[src/rtl/load_store_unit_pkg.sv]
// load_store_unit_pkg
// Shared definitions for the memory-stage load/store unit:
//   XLEN, RV32I load/store funct3 codes, mcause codes, FSM state encoding.
package load_store_unit_pkg;

  localparam int XLEN = 32;

  localparam logic [2:0] F3_LB  = 3'b000;
  localparam logic [2:0] F3_LH  = 3'b001;
  localparam logic [2:0] F3_LW  = 3'b010;
  localparam logic [2:0] F3_LBU = 3'b100;
  localparam logic [2:0] F3_LHU = 3'b101;
  localparam logic [2:0] F3_SB  = 3'b000;
  localparam logic [2:0] F3_SH  = 3'b001;
  localparam logic [2:0] F3_SW  = 3'b010;

  localparam logic [3:0] MCAUSE_LOAD_MISALIGNED    = 4'd4;
  localparam logic [3:0] MCAUSE_LOAD_ACCESS_FAULT  = 4'd5;
  localparam logic [3:0] MCAUSE_STORE_MISALIGNED   = 4'd6;
  localparam logic [3:0] MCAUSE_STORE_ACCESS_FAULT = 4'd7;

  typedef enum logic [1:0] {
    ST_IDLE = 2'd0,
    ST_REQ  = 2'd1,
    ST_RESP = 2'd2,
    ST_EXC  = 2'd3
  } lsu_state_e;

endpackage

[src/rtl/load_store_unit_if.sv]
// load_store_unit_if
// Request/acknowledge bus between the LSU (master) and data_memory (slave).
//   mem_req        master->slave  request strobe, held until mem_ack
//   mem_addr       master->slave  byte address
//   mem_wdata      master->slave  store data
//   mem_funct3     master->slave  access width/sign code
//   mem_read_write master->slave  0 = load, 1 = store
//   mem_ack        slave->master  acknowledge, combinational from mem_req
//   mem_rdata      slave->master  load data, already width-extended
interface load_store_unit_if;
  logic                                  mem_req;
  logic [load_store_unit_pkg::XLEN-1:0]  mem_addr;
  logic [load_store_unit_pkg::XLEN-1:0]  mem_wdata;
  logic [2:0]                            mem_funct3;
  logic                                  mem_read_write;
  logic                                  mem_ack;
  logic [load_store_unit_pkg::XLEN-1:0]  mem_rdata;

  modport master (
    output mem_req, mem_addr, mem_wdata, mem_funct3, mem_read_write,
    input  mem_ack, mem_rdata
  );

  modport slave (
    input  mem_req, mem_addr, mem_wdata, mem_funct3, mem_read_write,
    output mem_ack, mem_rdata
  );
endinterface

[src/rtl/load_store_unit_access_check.sv]
// lsu_access_check
// Combinational width/alignment check for one load/store.
//   funct3, read_write, addr_lo  in   op width code, direction, addr[1:0]
//   legal                        out  width code valid for the direction
//   misaligned                   out  halfword/word not naturally aligned
//   cause                        out  mcause to report if the op traps
// Build option: LSU_MISALIGN_TRAP_EN enables the misalignment output;
// without it misaligned is tied low and data_memory sees the raw address.
module lsu_access_check
  import load_store_unit_pkg::*;
(
  input  logic [2:0] funct3,
  input  logic       read_write,
  input  logic [1:0] addr_lo,
  output logic       legal,
  output logic       misaligned,
  output logic [3:0] cause
);

  always_comb begin
    if (read_write) legal = funct3 inside {F3_SB, F3_SH, F3_SW};
    else            legal = funct3 inside {F3_LB, F3_LH, F3_LW, F3_LBU, F3_LHU};
  end

`ifdef LSU_MISALIGN_TRAP_EN
  // funct3[1:0] encodes size for every legal code: 01 half, 10 word.
  always_comb begin
    misaligned = 1'b0;
    if (funct3[1:0] == 2'b01)      misaligned = addr_lo[0];
    else if (funct3[1:0] == 2'b10) misaligned = |addr_lo;
  end
`else
  logic unused_addr_lo;
  assign unused_addr_lo = ^addr_lo;
  assign misaligned     = 1'b0;
`endif

  // Illegal width wins over misalignment.
  always_comb begin
    if (!legal) cause = read_write ? MCAUSE_STORE_ACCESS_FAULT : MCAUSE_LOAD_ACCESS_FAULT;
    else        cause = read_write ? MCAUSE_STORE_MISALIGNED   : MCAUSE_LOAD_MISALIGNED;
  end

endmodule

[src/rtl/load_store_unit.sv]
// load_store_unit
// Memory-stage LSU: accepts one load/store from execute, checks it, runs
// the data_memory handshake, then returns a writeback or exception pulse.
//   clk, i_rst_n            core clock, synchronous active-low reset
//   i_valid / o_ready       execute handshake; op accepted when both high
//   i_read_write, i_funct3, i_addr, i_store_data, i_rd   op fields
//   mem (master)            data_memory request/acknowledge bus
//   o_wb_valid, o_wb_we, o_wb_rd, o_wb_data   one-cycle completion
//   o_exc_valid, o_exc_cause, o_exc_tval      one-cycle exception
// Build option: LSU_MISALIGN_TRAP_EN (see lsu_access_check).
//
// state | meaning
// IDLE  | no op outstanding, ready to accept
// REQ   | mem_req asserted, waiting for mem_ack
// RESP  | writeback pulse; may accept the next op
// EXC   | exception pulse, no memory access
module load_store_unit
  import load_store_unit_pkg::*;
(
  input  logic                clk,
  input  logic                i_rst_n,
  input  logic                i_valid,
  output logic                o_ready,
  input  logic                i_read_write,
  input  logic [2:0]          i_funct3,
  input  logic [XLEN-1:0]     i_addr,
  input  logic [XLEN-1:0]     i_store_data,
  input  logic [4:0]          i_rd,
  load_store_unit_if.master   mem,
  output logic                o_wb_valid,
  output logic                o_wb_we,
  output logic [4:0]          o_wb_rd,
  output logic [XLEN-1:0]     o_wb_data,
  output logic                o_exc_valid,
  output logic [3:0]          o_exc_cause,
  output logic [XLEN-1:0]     o_exc_tval
);

  lsu_state_e      state_q, state_d;
  logic [XLEN-1:0] addr_q, addr_d;
  logic [XLEN-1:0] wdata_q, wdata_d;
  logic [XLEN-1:0] rdata_q, rdata_d;
  logic [2:0]      funct3_q, funct3_d;
  logic            rw_q, rw_d;
  logic [4:0]      rd_q, rd_d;
  logic [3:0]      cause_q, cause_d;

  logic       chk_legal, chk_misaligned;
  logic [3:0] chk_cause;
  logic       accept;

  lsu_access_check u_check (
    .funct3     (i_funct3),
    .read_write (i_read_write),
    .addr_lo    (i_addr[1:0]),
    .legal      (chk_legal),
    .misaligned (chk_misaligned),
    .cause      (chk_cause)
  );

  assign o_ready = (state_q == ST_IDLE) || (state_q == ST_RESP);
  assign accept  = i_valid && o_ready;

  always_comb begin
    state_d  = state_q;
    addr_d   = addr_q;
    wdata_d  = wdata_q;
    rdata_d  = rdata_q;
    funct3_d = funct3_q;
    rw_d     = rw_q;
    rd_d     = rd_q;
    cause_d  = cause_q;

    case (state_q)
      ST_REQ: begin
        if (mem.mem_ack) begin
          state_d = ST_RESP;
          rdata_d = rw_q ? '0 : mem.mem_rdata;
        end
      end
      default: state_d = ST_IDLE;
    endcase

    // Accept overrides the RESP->IDLE exit so ops can issue every 2 cycles.
    if (accept) begin
      addr_d   = i_addr;
      wdata_d  = i_store_data;
      funct3_d = i_funct3;
      rw_d     = i_read_write;
      rd_d     = i_rd;
      cause_d  = chk_cause;
      state_d  = (!chk_legal || chk_misaligned) ? ST_EXC : ST_REQ;
    end
  end

  always_ff @(posedge clk) begin
    if (!i_rst_n) begin
      state_q  <= ST_IDLE;
      addr_q   <= '0;
      wdata_q  <= '0;
      rdata_q  <= '0;
      funct3_q <= '0;
      rw_q     <= 1'b0;
      rd_q     <= '0;
      cause_q  <= '0;
    end else begin
      state_q  <= state_d;
      addr_q   <= addr_d;
      wdata_q  <= wdata_d;
      rdata_q  <= rdata_d;
      funct3_q <= funct3_d;
      rw_q     <= rw_d;
      rd_q     <= rd_d;
      cause_q  <= cause_d;
    end
  end

  assign mem.mem_req        = (state_q == ST_REQ);
  assign mem.mem_addr       = addr_q;
  assign mem.mem_wdata      = wdata_q;
  assign mem.mem_funct3     = funct3_q;
  assign mem.mem_read_write = rw_q;

  assign o_wb_valid  = (state_q == ST_RESP);
  assign o_wb_we     = (state_q == ST_RESP) && !rw_q && (rd_q != 5'd0);
  assign o_wb_rd     = rd_q;
  assign o_wb_data   = rdata_q;
  assign o_exc_valid = (state_q == ST_EXC);
  assign o_exc_cause = cause_q;
  assign o_exc_tval  = addr_q;

endmodule

[src/flat_wrapper.sv]
// flat-port wrapper written by rule: the top's interface ports become plain ports
module load_store_unit_flat import load_store_unit_pkg::*;
  (clk, i_rst_n, i_valid, o_ready, i_read_write, i_funct3, i_addr, i_store_data, i_rd, o_wb_valid, o_wb_we, o_wb_rd, o_wb_data, o_exc_valid, o_exc_cause, o_exc_tval, mem_mem_req, mem_mem_addr, mem_mem_wdata, mem_mem_funct3, mem_mem_read_write, mem_mem_ack, mem_mem_rdata);
  load_store_unit_if mem_i ();
  input  logic clk;
  input  logic i_rst_n;
  input  logic i_valid;
  output logic o_ready;
  input  logic i_read_write;
  input  logic [2:0] i_funct3;
  input  logic [XLEN-1:0] i_addr;
  input  logic [XLEN-1:0] i_store_data;
  input  logic [4:0] i_rd;
  output logic o_wb_valid;
  output logic o_wb_we;
  output logic [4:0] o_wb_rd;
  output logic [XLEN-1:0] o_wb_data;
  output logic o_exc_valid;
  output logic [3:0] o_exc_cause;
  output logic [XLEN-1:0] o_exc_tval;
  output wire logic [$bits(mem_i.mem_req)-1:0] mem_mem_req;
  output wire logic [$bits(mem_i.mem_addr)-1:0] mem_mem_addr;
  output wire logic [$bits(mem_i.mem_wdata)-1:0] mem_mem_wdata;
  output wire logic [$bits(mem_i.mem_funct3)-1:0] mem_mem_funct3;
  output wire logic [$bits(mem_i.mem_read_write)-1:0] mem_mem_read_write;
  input wire logic [$bits(mem_i.mem_ack)-1:0] mem_mem_ack;
  input wire logic [$bits(mem_i.mem_rdata)-1:0] mem_mem_rdata;
  assign mem_mem_req = mem_i.mem_req;
  assign mem_mem_addr = mem_i.mem_addr;
  assign mem_mem_wdata = mem_i.mem_wdata;
  assign mem_mem_funct3 = mem_i.mem_funct3;
  assign mem_mem_read_write = mem_i.mem_read_write;
  assign mem_i.mem_ack = mem_mem_ack;
  assign mem_i.mem_rdata = mem_mem_rdata;
  load_store_unit u_core (.clk(clk), .i_rst_n(i_rst_n), .i_valid(i_valid), .o_ready(o_ready), .i_read_write(i_read_write), .i_funct3(i_funct3), .i_addr(i_addr), .i_store_data(i_store_data), .i_rd(i_rd), .mem(mem_i), .o_wb_valid(o_wb_valid), .o_wb_we(o_wb_we), .o_wb_rd(o_wb_rd), .o_wb_data(o_wb_data), .o_exc_valid(o_exc_valid), .o_exc_cause(o_exc_cause), .o_exc_tval(o_exc_tval));
endmodule
[config.mk]
export PLATFORM = sky130hd
export DESIGN_NAME = load_store_unit_flat
export DESIGN_NICKNAME = d
export VERILOG_FILES = /design/src/rtl/load_store_unit_pkg.sv /design/src/rtl/load_store_unit_if.sv /design/src/rtl/load_store_unit_access_check.sv /design/src/rtl/load_store_unit.sv /design/src/flat_wrapper.sv
export SDC_FILE = /design/constraint.sdc
export NUM_CORES = 1
export LEC_CHECK = 0
export BUFFER_PORTS_ARGS = -buffer_cell sky130_fd_sc_hd__buf_2
export CAP_MARGIN = 20
export CORE_UTILIZATION = 44
export CTS_CLUSTER_SIZE = 28
export DETAILED_ROUTE_END_ITERATION = 8
export GPL_TIMING_DRIVEN = 0
export MAX_ROUTING_LAYER = met4
export PLACE_DENSITY = 0.8
export SLEW_MARGIN = 25
export SYNTH_ARGS = -nofsm -noshare
export SYNTH_HDL_FRONTEND = slang
export SYNTH_SLANG_ARGS = --single-unit
[constraint.sdc]
create_clock -name clk -period 1.5 [get_ports clk]
set_clock_uncertainty 0.1 [all_clocks]
set_input_delay 0.075 -clock clk [delete_from_list [all_inputs] [get_ports clk]]
set_output_delay 0.075 -clock clk [all_outputs]
set_load 0.02 [all_outputs]
==> results.py, run 1 <==
metrics = {
    "status": {
        "status": "finished, violations left",
        "violations_in_the_final_reports": "negative setup slack",
    },
    "place": {
        "detailedPlacementHpwl_mm": 9.71,
        "port_buffers": 252,
        "finalWeightedCongestion": 0.814,
        "pre_cts_setup_slack_ns": -0.0233,
        "place.detailed.instances": 902,
        "dpl_cell_area_um2": 5880,
    },
    "final_layout": {
        "area_taken_by_multi_input_logic_gates_um2": 1840,
        "flip_flop_and_latch_area_um2": 2180,
        "most-common-layout-cells": "261 x buf_2, 179 x nand2_1, 107 x dfxtp_1",
        "antenna_cells_inserted": 0,
        "final_area_um2": 7170,
        "post_layout_nonfiller_instances": 1023,
        "syn2layout_area_growth_pct": 60.9,
        "fill_cells": 683,
        "finalNetCount": 995,
        "mostFrequentLayoutCell": "buf_2",
        "ratio_of_cells_with_drive_above_1_in_the_final_layout_pct": 37.2,
    },
    "yosys": {
        "synth_nets": 626,
        "synth.cell_area_um2": 4450,
        "ys.warnings.count": 0,
        "yosysUniqueCellTypes": 22,
        "seq_area_frac_synth_pct": 49.0,
        "synth_area_per_cell_um2": 8.61,
        "number_of_synthesized_register_bits": 109,
        "postSynthCellCount": 517,
    },
    "worst_setup_path": {
        "cp_slowest_stage_delay_ns": 0.55,
        "timing_worst_setup_path_type": "flop to output port",
        "worst-endpoint-required_ns": 1.32,
        "count_of_buffer_and_inverter_cells_on_the_critical_path": 1,
        "worstPathCellList": "or4_4 -> nor2_4 -> nor3b_2 -> buf_4",
        "crit_path_cell_count": 4,
        "critical_path_data_arrival_time_ns": 1.58,
        "reg2regPathDepth": 5,
        "cp_slowest_cell": "or4_4",
        "cp_top_family": "simple AND/OR/NAND/NOR gates",
        "worstSetupStartpointType": "flop",
        "worst-path-max-fanout": 3,
        "worstSetupEndpointType": "output port",
    },
    "run": {
        "cap_violations": 0,
    },
    "clock_network": {
        "cts_max_path_buffers": 2,
        "cts_tree": "yes",
        "root_buffer": "clkbuf_8",
        "clock_edge_transition_at_the_registers_on_the_reported_setup_and_hold_paths_ns": 0.10,
        "insertion_delay_ns": 0.35,
        "numCtsBuffers": 9,
        "htree_levels": 3,
        "post_cts_buffers": 0,
        "tritoncts_sink_count": 109,
    },
    "power_and_ir_drop": {
        "power_density_nw_per_um2": 873,
        "cellLeakagePower_nw": 3.44,
        "peakVddDrop_mv": 0.526,
    },
    "die": {
        "fp.dieArea_um2": 10500,
        "chipWidth_um": 103,
        "row_count": 36,
        "die_height_um": 103,
        "start_util_pct": 45.6,
        "coreArea_um2": 9770,
        "design.portCount": 255,
    },
    "route": {
        "first_iter_violations": 102,
        "detail-route-antenna-nets": 0,
        "wirelength_mm": 14.5,
        "vias_per_cell": 4.73,
        "detail_route.wl_per_cell_um": 14.2,
        "detailroute.via_count": 4837,
        "drc": 0,
        "drtPass1Iterations": 5,
    },
    "timing": {
        "finalWorstPathRequiredPeriod_ns": 1.76,
        "timing.final.setup_violations": 1,
        "timing_max_transition_violations_final": 0,
        "clock.fmax_ghz": 0.570,
        "setup_ws_final_ns": -0.255,
        "finalHoldViolCount": 0,
        "rsz_0062_raised_after_global_routing": "yes",
        "finalCritPeriodShare_pct": 117,
    },
    "global_routing": {
        "grtUsageTotal_pct": 27.4,
        "grt_first_pass_wirelength_mm": 21.6,
        "initial_antenna_violation_count": 0,
        "vias_in_the_first_global_route": 4690,
        "grt_start_max_net_pins": 17,
        "grt.overflow.total": 0,
    },
    "worst_hold_path": {
        "hold-path-cell-count": 4,
        "hold_class": "input pin to flop",
    },
}
-- state kept, by name, summed over array words and instances (netlist names) --
signal	flops
u_core.o_exc_cause	3
u_core.mem.mem_wdata	32
u_core.o_wb_data	32
u_core.state_q	2
u_core.o_wb_rd	5
u_core.mem.mem_addr	32
u_core.mem.mem_funct3	3
-- power breakdown --
group          total (mW)  switching (mW)  internal, mW  leakage [nW]
clock                1.69           0.935         0.757        0.0919
sequential           3.15           0.101          3.05         0.893
combinational        1.41           0.739         0.676          2.45
total                6.26            1.78          4.48          3.44
-- tightest hold or removal path, delay by kind of cell --
| kind | cells | cell delay, ns |
|---|---|---|
| and+or+nand+nor | 2 | 0.22 |
| buffers and inverters | 1 | 0.12 |
| AOI/OAI and AO/OA | 1 | 0.08 |
-- final timing paths --
| path | from | endpoint | slack, ns |
|---|---|---|---|
| worst max register to register | u_core.state_q[0]$_SDFFE_PN0P_ | u_core.mem.mem_wdata[7]$_SDFFE_PN0P_ | 0.09 |
| worst max-delay path | u_core.o_wb_rd[0]$_SDFFE_PN0P_ | o_wb_we | -0.26 |
| worst min-delay path | i_valid | u_core.o_exc_cause[0]$_SDFFE_PN0P_ | 0.08 |
| worst min register to register | u_core.o_wb_data[29]$_SDFFE_PN0P_ | u_core.o_wb_data[29]$_SDFFE_PN0P_ | 0.35 |
-- per-layer routing --
metal	GRT usage, %	wire length [µm]
met1	29.4	5790
met2	49.3	7540
met3	3.39	653
met4	14.0	531
met5	-	0
-- cell usage after synthesis, drive strengths merged --
cell type | n | area share (%)
or4 | 1 | 0.17
nand3b | 33 | 5.6
inv | 1 | 0.084
o21a | 2 | 0.34
nand2b | 1 | 0.14
a21boi | 107 | 18
a21oi | 1 | 0.11
nand2 | 179 | 15
nor2b | 2 | 0.28
conb | 1 | 0.084
nor3b | 1 | 0.17
or3 | 1 | 0.14
dfxtp | 109 | 49
clkbuf | 18 | 1.5
buf | 54 | 8.6
nor3 | 1 | 0.11
nor2 | 3 | 0.25
and3b | 1 | 0.20
and2 | 1 | 0.14
-- metrics by stage --
| step | hold WS [ns] | power [mW] | util, % | setup TNS [ns] |
|---|---|---|---|---|
| after global routing | 0.0905 | 6.53 | 73.3 | -0.307 |
| after global placement | 0.225 | 4.34 | 60.2 | 0 |
| after CTS | 0.149 | 6.26 | 73.0 | -0.267 |
| after floorplan | 0.120 | 3.90 | - | 0 |
| after detailed placement | 0.231 | 4.37 | 60.2 | -0.0452 |
| final | 0.0849 | 6.26 | 73.3 | -0.255 |
-- logic make-up (layout without fill, tap and decap cells) --
family	Yosys count	after routing	synth area share (%)
and+or+nand+nor	224	224	22.3
AOI/OAI and AO/OA	110	110	18.5
DFF	109	109	49.0
buffers and inverters	73	446	10.2
other	1	1	0.0842
-- cell type report --
class,instances,area share (%)
Timing Repair Buffer,358,32.4
Sequential cell,109,30.5
Multi-Input combinational cell,335,25.7
Buffer,72,6.44
Tap cell,133,2.32
Clock buffer,10,1.78
Clock inverter,5,0.733
Inverter,1,0.0524
-- repair_timing --
| item | in CTS | in global routing |
|---|---|---|
| pin swaps | 0 | 0 |
| endpoints found under the setup margin | 10 | 61 |
| hold buffers | 106 | 0 |
| gates resized for setup | 7 | 15 |
| endpoints found under the hold margin | 106 | 0 |
Note: power is estimated with default switching activity, not from simulation.
==> inputs of run 2 (changes only) <==
--- a/config.mk
+++ b/config.mk
@@ -7,6 +7,7 @@
 export LEC_CHECK = 0
 export BUFFER_PORTS_ARGS = -buffer_cell sky130_fd_sc_hd__buf_2
 export CAP_MARGIN = 20
+export CORE_MARGIN = 3
 export CORE_UTILIZATION = 44
 export CTS_CLUSTER_SIZE = 28
 export DETAILED_ROUTE_END_ITERATION = 8
==> run 2 against run 1 <==
- the flow still finishes with violations (negative setup slack)
- highest routed layer unchanged
- critical endpoint unchanged
- final area grew 0.68%
- largest power group unchanged
- die area grew 7.9%
- first-iteration DRC count grew 140%
- sequential power is essentially flat
- total power grew 1.0%
- combinational power is essentially flat
==> results.py, run 2 (same netlist as run 1, synthesis figures left out) <==
metrics = {
    "worst_setup_path": {
        "worstSetupStartpointType": "flop",
        "timing_worst_setup_path_type": "flop to output port",
        "cp_slowest_stage_delay_ns": 0.56,
        "reg2regPathDepth": 4,
        "crit_path_cell_count": 4,
        "worstSetupEndpointType": "output port",
        "count_of_buffer_and_inverter_cells_on_the_critical_path": 1,
        "regToRegSetupSlack_ns": 0.05,
        "cp_top_family": "simple AND/OR/NAND/NOR gates",
        "timing.rr.end": "u_core.o_wb_data[2]$_SDFFE_PN0P_",
        "worst-path-max-fanout": 3,
        "worst-endpoint-required_ns": 1.32,
        "critical_path_data_arrival_time_ns": 1.57,
        "worstReg2RegStart": "u_core.state_q[1]$_SDFFE_PN0P_",
        "cp_slowest_cell": "or4_4",
        "worstPathCellList": "or4_4 -> nor2_4 -> nor3b_2 -> buf_4",
    },
    "status": {
        "status": "finished, violations left",
        "violations_in_the_final_reports": "negative setup slack",
    },
    "route": {
        "detailroute.via_count": 4912,
        "drtPass1Iterations": 6,
        "wirelength_mm": 15.7,
        "drc": 0,
        "detail-route-antenna-nets": 0,
        "detail_route.wl_per_cell_um": 15.3,
        "first_iter_violations": 240,
        "vias_per_cell": 4.78,
    },
    "place": {
        "dpl_cell_area_um2": 5880,
        "detailedPlacementHpwl_mm": 10.2,
        "port_buffers": 252,
        "finalWeightedCongestion": 0.835,
    },
    "power_and_ir_drop": {
        "power_dissipated_by_switching_net_loads_mw": 1.87,
        "power_frac_clock_pct": 27.4,
        "peakVddDrop_mv": 0.594,
        "pwr-share-seq_pct": 49.8,
        "comb_power_share_pct": 22.8,
        "cellLeakagePower_nw": 3.47,
        "internal_power_mw": 4.45,
        "power_density_nw_per_um2": 876,
        "sw_frac_of_total_pct": 29.5,
    },
    "die": {
        "design.portCount": 255,
        "coreArea_um2": 9820,
        "start_util_pct": 45.3,
        "chipWidth_um": 107,
        "die_height_um": 107,
        "fp.dieArea_um2": 11400,
        "row_count": 36,
    },
    "timing": {
        "rsz_0062_raised_after_global_routing": "yes",
        "timing.final.setup_violations": 1,
        "setup_ws_final_ns": -0.244,
        "fin_setup_tns_ns": -0.244,
        "timing_max_transition_violations_final": 0,
        "finalHoldViolCount": 0,
        "finalCritPeriodShare_pct": 116,
        "clock.fmax_ghz": 0.573,
        "finalWorstPathRequiredPeriod_ns": 1.74,
    },
    "worst_hold_path": {
        "hold-path-cell-count": 4,
        "min-delay-start": "i_valid",
        "whs_endpoint": "u_core.o_exc_cause[0]$_SDFFE_PN0P_",
        "hold_class": "input pin to flop",
    },
    "final_layout": {
        "finalNetCount": 998,
        "final_area_um2": 7210,
        "mostFrequentLayoutCell": "buf_2",
        "ratio_of_cells_with_drive_above_1_in_the_final_layout_pct": 37.7,
        "most-common-layout-cells": "257 x buf_2, 179 x nand2_1, 106 x dlygate4sd3_1, 106 x dfxtp_1, 98 x a21boi_0",
        "syn2layout_area_growth_pct": 62.0,
    },
    "global_routing": {
        "grt.overflow.total": 0,
        "grt_first_pass_wirelength_mm": 24.1,
        "grt_start_max_net_pins": 19,
        "vias_in_the_first_global_route": 4944,
        "initial_antenna_violation_count": 1,
        "grtUsageTotal_pct": 27.2,
    },
    "clock_network": {
        "numCtsBuffers": 9,
        "insertion_delay_ns": 0.34,
        "htree_levels": 3,
        "tritoncts_sink_count": 109,
        "clock_edge_transition_at_the_registers_on_the_reported_setup_and_hold_paths_ns": 0.11,
        "cts_max_path_buffers": 2,
        "cts_tree": "yes",
        "root_buffer": "clkbuf_8",
    },
    "run": {
        "cap_violations": 0,
    },
}
run 2: cell count changes in the layout (fill, tap and decap cells not counted), moves of 3 or more:
cell	before	now
inv_6	0	4
a21boi_1	6	9
buf_2	261	257
clkbuf_4	2	5
a21boi_0	101	98
run 2: worst max-delay path by stage:
stage | end | startpoint | slack [ns]
after detailed placement | u_core.mem.mem_addr[1]$_SDFFE_PN0P_ | u_core.state_q[0]$_SDFFE_PN0P_ | -0.01
after global placement | o_wb_we | u_core.o_wb_rd[0]$_SDFFE_PN0P_ | 0.04
after floorplan | o_wb_we | u_core.state_q[1]$_SDFFE_PN0P_ | 0.009
after global routing | o_wb_we | u_core.o_wb_rd[1]$_SDFFE_PN0P_ | -0.31
final | o_wb_we | u_core.o_wb_rd[1]$_SDFFE_PN0P_ | -0.24
after CTS | o_wb_we | u_core.o_wb_rd[3]$_SDFFE_PN0P_ | -0.28
run 2: worst register-to-register path, cell delays in order, from the launching register on:
cell	delay, ns
dfxtp_1	0.40
nand3b_1	0.30
buf_2	0.28
nand2_1	0.09
a21boi_0	0.20
run 2: timing repair:
action	CTS	global route
setup buffers	0	2
endpoints found under the setup margin	5	35
hold buffers	106	0
endpoints found under the hold margin	106	0
gates resized for setup	6	22
pin swaps	1	1
gates cloned	0	1
run 2: power groups by stage:
stage               registers [mW]  clock network [mW]  logic [mW]
finish                        3.15                1.73        1.44
global route                  3.17                1.90        1.55
CTS                           3.14                1.78        1.39
detailed placement            3.21                   0        1.16
global placement              3.20                   0        1.14
floorplan                     3.38                   0       0.513
run 2: layout make-up:
type	count	area, µm²
Multi-Input combinational cell	335	1840
Clock inverter	5	40.0
Clock buffer	11	151
Tap cell	133	166
Sequential cell	109	2190
Inverter	1	3.75
Buffer	72	469
Fill cell	720	2610
Timing Repair Buffer	361	2350
Antenna cell	1	2.50
run 2: through the flow:
| step | power [mW] | util [%] | instances | worst slack [ns] | hold WS, ns |
|---|---|---|---|---|---|
| 5_1_grt | 6.61 | 73.5 | 1028 | -0.310 | 0.106 |
| 6_report | 6.32 | 73.5 | 1028 | -0.244 | 0.0923 |
| 4_1_cts | 6.32 | 72.8 | 1024 | -0.275 | 0.136 |
| 3_3_place_gp | 4.34 | 59.9 | 902 | 0.0410 | 0.225 |
| 2_1_floorplan | 3.90 | - | 517 | 0.00913 | 0.120 |
| 3_5_place_dp | 4.37 | 59.9 | 902 | -0.0110 | 0.233 |
run 2: per-layer routing:
metal	global-route usage (%)	wire (µm)	vias up
met1	29.4	6100	2266
met2	49.2	8120	202
li1	-	-	2385
met3	3.55	825	59
met5	-	0	-
met4	12.8	686	0
